==> src/rtl/armleocpu_ptw_sequencer_pkg.sv <==
// Shared types and constants for the Sv32 page-table walker.
// PTE bit positions, walker states, bus response codes.
package armleocpu_ptw_sequencer_pkg;

  localparam int unsigned PteV = 0;
  localparam int unsigned PteR = 1;
  localparam int unsigned PteW = 2;
  localparam int unsigned PteX = 3;
  localparam int unsigned PteU = 4;
  localparam int unsigned PteG = 5;
  localparam int unsigned PteA = 6;
  localparam int unsigned PteD = 7;

  localparam logic [1:0] BusOkay = 2'b00;

  typedef enum logic [1:0] {
    StIdle = 2'd0,
    StL1   = 2'd1,
    StL0   = 2'd2,
    StDone = 2'd3
  } ptw_state_e;

  typedef struct packed {
    logic valid;       // V set and not the reserved W-without-R encoding
    logic leaf;        // R or X set
    logic misaligned;  // PPN0 field nonzero, illegal for a superpage leaf
  } pte_decode_t;

endpackage

==> src/rtl/armleocpu_ptw_pte_decode.sv <==
// Combinational PTE classifier: structural validity, leaf detection and superpage alignment.
module armleocpu_ptw_pte_decode
  import armleocpu_ptw_sequencer_pkg::*;
(
  input  logic [31:0] pte,
  output pte_decode_t decoded
);

  // PPN1 and the U/G/A/D/RSW fields do not affect classification.
  logic unused_pte_bits;
  assign unused_pte_bits = ^{pte[31:20], pte[9:4]};

  always_comb begin
    decoded            = '0;
    decoded.valid      = pte[PteV] && !(!pte[PteR] && pte[PteW]);
    decoded.leaf       = pte[PteR] || pte[PteX];
    decoded.misaligned = |pte[19:10];
  end

endmodule

==> src/rtl/armleocpu_ptw_sequencer.sv <==
// Sv32 two-level page-table walker: reads level-1 then level-0 PTEs over the memory port
// and returns the PPN plus PTE[7:0] for the TLB; reports structural and bus faults only.
module armleocpu_ptw_sequencer
  import armleocpu_ptw_sequencer_pkg::*;
#(
  parameter bit CHECK_SUPERPAGE_ALIGN = 1'b1
) (
  input  logic        clk,
  input  logic        rst_n,
  input  logic [21:0] satp_ppn,
  input  logic        resolve_request,
  input  logic [19:0] resolve_virtual_address,
  output logic        resolve_ack,
  output logic        resolve_done,
  output logic        resolve_pagefault,
  output logic        resolve_accessfault,
  output logic [21:0] resolve_physical_address,
  output logic [7:0]  resolve_access_bits,
  output logic        m_transaction,
  output logic        m_cmd,
  output logic [33:0] m_address,
  input  logic        m_transaction_done,
  input  logic [1:0]  m_transaction_response,
  input  logic [31:0] m_rdata
);

  ptw_state_e state_q, state_d;

  logic [21:0] satp_q;
  logic [9:0]  vpn1_q, vpn0_q;
  logic [21:0] pte_ppn_q;
  logic        pagefault_q, accessfault_q;
  logic [21:0] ppn_q;
  logic [7:0]  bits_q;

  pte_decode_t pte_dec;

  armleocpu_ptw_pte_decode u_pte_decode (
    .pte     (m_rdata),
    .decoded (pte_dec)
  );

  logic accept;
  logic pte_returned;
  logic t_terminal, t_pagefault, t_accessfault;
  logic [21:0] t_ppn;
  logic [7:0]  t_bits;

  assign accept       = (state_q == StIdle) && resolve_request;
  assign pte_returned = ((state_q == StL1) || (state_q == StL0)) && m_transaction_done;

  // Outcome of the PTE currently on m_rdata, in fault-priority order.
  always_comb begin
    t_terminal    = 1'b1;
    t_pagefault   = 1'b0;
    t_accessfault = 1'b0;
    t_ppn         = '0;
    t_bits        = '0;
    if (m_transaction_response != BusOkay) begin
      t_accessfault = 1'b1;
    end else if (!pte_dec.valid) begin
      t_pagefault = 1'b1;
    end else if (pte_dec.leaf) begin
      if (state_q == StL1) begin
        if (CHECK_SUPERPAGE_ALIGN && pte_dec.misaligned) begin
          t_pagefault = 1'b1;
        end else begin
          t_ppn  = {m_rdata[31:20], vpn0_q};
          t_bits = m_rdata[7:0];
        end
      end else begin
        t_ppn  = m_rdata[31:10];
        t_bits = m_rdata[7:0];
      end
    end else if (state_q == StL1) begin
      t_terminal = 1'b0;
    end else begin
      t_pagefault = 1'b1;
    end
  end

  always_ff @(posedge clk or negedge rst_n) begin
    if (!rst_n) begin
      state_q <= StIdle;
    end else begin
      state_q <= state_d;
    end
  end

  always_comb begin
    state_d = state_q;
    unique case (state_q)
      StIdle: if (accept) state_d = StL1;
      StL1:   if (pte_returned) state_d = t_terminal ? StDone : StL0;
      StL0:   if (pte_returned) state_d = StDone;
      StDone: state_d = StIdle;
      default: state_d = StIdle;
    endcase
  end

  always_comb begin
    resolve_ack   = accept;
    resolve_done  = (state_q == StDone);
    m_transaction = (state_q == StL1) || (state_q == StL0);
    m_cmd         = 1'b0;
    m_address     = (state_q == StL0) ? {pte_ppn_q, vpn0_q, 2'b00} : {satp_q, vpn1_q, 2'b00};
  end

  always_ff @(posedge clk or negedge rst_n) begin
    if (!rst_n) begin
      satp_q        <= '0;
      vpn1_q        <= '0;
      vpn0_q        <= '0;
      pte_ppn_q     <= '0;
      pagefault_q   <= 1'b0;
      accessfault_q <= 1'b0;
      ppn_q         <= '0;
      bits_q        <= '0;
    end else if (accept) begin
      satp_q        <= satp_ppn;
      vpn1_q        <= resolve_virtual_address[19:10];
      vpn0_q        <= resolve_virtual_address[9:0];
      pagefault_q   <= 1'b0;
      accessfault_q <= 1'b0;
      ppn_q         <= '0;
      bits_q        <= '0;
    end else if (pte_returned) begin
      if (t_terminal) begin
        pagefault_q   <= t_pagefault;
        accessfault_q <= t_accessfault;
        ppn_q         <= t_ppn;
        bits_q        <= t_bits;
      end else begin
        pte_ppn_q <= m_rdata[31:10];
      end
    end
  end

  assign resolve_pagefault        = pagefault_q;
  assign resolve_accessfault      = accessfault_q;
  assign resolve_physical_address = ppn_q;
  assign resolve_access_bits      = bits_q;

endmodule

==> config.mk <==
export PLATFORM = sky130hd
export DESIGN_NAME = armleocpu_ptw_sequencer
export DESIGN_NICKNAME = d
export VERILOG_FILES = /design/src/rtl/armleocpu_ptw_sequencer_pkg.sv /design/src/rtl/armleocpu_ptw_pte_decode.sv /design/src/rtl/armleocpu_ptw_sequencer.sv
export SDC_FILE = /design/constraint.sdc
export NUM_CORES = 1
export LEC_CHECK = 0
export BUFFER_PORTS_ARGS = -buffer_cell sky130_fd_sc_hd__buf_2
export CORE_AREA = 2 2 121 123
export DETAILED_ROUTE_END_ITERATION = 10
export DIE_AREA = 0 0 123 125
export PLACE_DENSITY_LB_ADDON = 0.12
export SLEW_MARGIN = 40
export SYNTH_ARGS = -nofsm -noshare
export SYNTH_HDL_FRONTEND = slang
export SYNTH_HIERARCHICAL = 1
export SYNTH_SLANG_ARGS = --single-unit
export TNS_END_PERCENT = 100
==> constraint.sdc <==
create_clock -name clk -period 3.5 [get_ports clk]
set_input_delay 0.7 -clock clk [delete_from_list [all_inputs] [get_ports clk]]
set_output_delay 0.7 -clock clk [all_outputs]
set_load 0.01 [all_outputs]
==> results.md <==
- Status: finished, final reports clean
- Slowest-stage cell, CP: ha_2
- Crit path kind: register to output pin
- Root buffer cell: clkbuf_16
- Hpwl dp: between 8000 and 9000 um
- Placed Area: ~5700 um2
- Worst vdd ir: roughly 0.36 mV
- Final slew viol count: 0
- Total track usage: 0.162
- CTS tree: built
- CP Launch Type: register
- Final hold viol count: 0
- Hold crit path type: primary input to asynchronous set/reset pin
- Row count: 44
- Maxcap violations: 0
- CP peak stage delay: ~0.61 ns
- Resize count post-CTS: 0
- Post-synthesis sequential area ratio: 0.506
- R2r worst-path depth: 6
- Worst Path Required: 2.80 ns
- Sum of negative setup slack: 0 ns
- FF-to-FF Start: state_q[0]
- Largest net degree at the start of global routing: 74
- Final Setup Violations: 0
- Avg WL per Cell: approximately 17 um
- Vias in the first global route: between 3,000 and 4,000
- DRC errors left: 0
- Chip height: 125 um
- Routed WL: around 12,000 um
- Slew HR: 0.506
- Synthesis-to-finish area growth: 24.9%
- Postcts setup bufs: 0
- Final Skew: ~0.0079 ns
- Post-synthesis cell type count: 37
- Drt pass-1 iters: 4
- Clock transition at path regs: 0.07 ns
- RSZ-0062 raised after global routing: false
- GPL Wtd Cong: 0.773
- Cells along the critical path: inv_1, ha_2, buf_4, mux2_2, buf_2
- Synthesized area per cell: between 10 and 15 um2
- DR iter-0 viols: between 100 and 150
- Clk Latency, worst-skew pair: 0.35 ns
- Vias: roughly 3,500
- Slew of the pin with the lowest slew margin: roughly 0.74 ns
- Grt total ovfl: 0
- Final Power: approximately 4.7 mW
- Die Footprint: ~15,000 um2
- Cts-stage hold buffer count: 0
- Final Critical Period: slightly below 3 ns
- Final ANT Viol Nets: 0
- Delay-heaviest family, CP: adder cells
- Yosys warns: 6
- Input/output buffers: between 100 and 150
- Ports: 150
- Design area: between 6000 and 7000 um2
- Cells after Synth: 377
- Share of cells above drive strength 1: 0.527
- Synthesized cell area: 4840 um2
- Clock Tree Buf Depth: 2
- FF-to-FF setup slack: 1.00 ns
- N_diodes: 0
- CP max FO: 22
- R2r endpoint: vpn0_q[2]
- Num CTS Buffers: 9
- First-pass GRT wire length: ~19,000 um
- Initial antenna violation count: 0
- Max frequency: around 340 MHz
- Die Span X: roughly 120 um
- PwrDens: about 770 nW/um2
- Initial Util: 0.341
- Crit path buf inv count: 3
- Core region area: about 14,000 um2
- Crit path arrival time: 2.28 ns
- Flops & latches, synth: 98
- Clk sink count: 98
- Via density: about 4.9
- H-tree depth: 3
- Final Cycle Share: 0.853
- Crit end category: output pin
- Worst Hold Slack: 0.348 ns
- Nets: between 500 and 600
- Leakage Power: about 3 nW
cell usage after synthesis, drive strengths merged:
master	count	share of area
and4bb	1	0.0026
clkbuf	15	0.012
nor2b	7	0.0090
o2111ai	1	0.0018
nor4	2	0.0026
o211ai	11	0.017
mux2	97	0.24
nand2b	2	0.0026
conb	1	0.00077
and3	1	0.0013
nand3	3	0.0031
mux2i	30	0.062
a21boi	1	0.0016
a21oi	2	0.0021
buf	15	0.021
inv	4	0.0031
or2	1	0.0013
o21ai	3	0.0031
nand4	21	0.030
a31oi	1	0.0013
nor2	2	0.0016
and2	1	0.0013
and3b	11	0.020
and2b	3	0.0047
o21bai	1	0.0016
a211o	1	0.0018
or4b	1	0.0021
a2bb2oi	1	0.0018
nand2	34	0.026
dfrtp	98	0.51
ha	5	0.013
sequential cells by signal (all words and copies together), names as in the netlist:
signal	flops
resolve_physical_address	22
satp_q	22
pte_ppn_q	22
vpn1_q	10
resolve_pagefault	1
resolve_accessfault	1
resolve_access_bits	8
state_q	2
vpn0_q	10
cell families after synthesis:
| family | count (synthesis) | share of synthesized area |
|---|---|---|
| simple gates | 90 | 0.109 |
| fa+ha+maj | 5 | 0.0129 |
| flops | 98 | 0.506 |
| other cells | 1 | 0.000774 |
| buf+inv | 34 | 0.0359 |
| compound gates | 22 | 0.0320 |
| mux | 127 | 0.303 |
per-layer routing:
layer / up-vias / share of wire / GRT usage
met5: - / 0 / 0
met4: 0 / 0.023 / 0.0702
met3: 19 / 0.068 / 0.0433
met2: 124 / 0.46 / 0.257
met1: 1710 / 0.45 / 0.207
li1: 1619 / - / -
final cells by class:
class,instances,area (um2)
Multi-Input combinational cell,247,2240
Sequential cell,98,2450
Tap cell,184,230
Fill cell,1393,8160
Clock inverter,5,61.3
Inverter,4,15.0
Timing Repair Buffer,153,807
Clock buffer,11,243
metrics by stage:
step / utilization / worst slack [ns] / instances
after floorplan: - / 1.33 / 379
after global placement: 0.404 / 0.820 / 686
after detailed placement: 0.404 / 0.794 / 686
after CTS: 0.426 / 0.457 / 702
after global routing: 0.426 / 0.347 / 702
final: 0.426 / 0.516 / 702
worst max-delay path by stage:
stage          startpoint            end  slack [ns]  cells past startpoint
3_5_place_dp   m_rdata[1]   pte_ppn_q[3]        0.79                      6
5_1_grt        state_q[0]   m_address[9]        0.35                      5
3_3_place_gp   m_rdata[1]   pte_ppn_q[6]        0.82                      6
4_1_cts        state_q[0]  m_address[26]        0.46                      5
2_1_floorplan  state_q[0]  m_address[10]        1.33                      5
6_report       state_q[0]  m_address[26]        0.52                      5
cells in the final DEF (no fill, tap or decap), drive strengths merged, types with 6 or more instances in the layout:
cell      n
mux2i    30
nand2    34
mux2     97
nor2b     7
clkbuf   11
o211ai   11
and3b    11
dfrtp    98
buf     153
inv       6
nand4    21
power breakdown:
| part | total, mW | switching (mW) | internal [mW] |
|---|---|---|---|
| clock network | 1.02 | 0.444 | 0.580 |
| logic | 1.97 | 0.957 | 1.01 |
| registers | 1.68 | 0.194 | 1.48 |
Power figures use the tool's default switching activity.
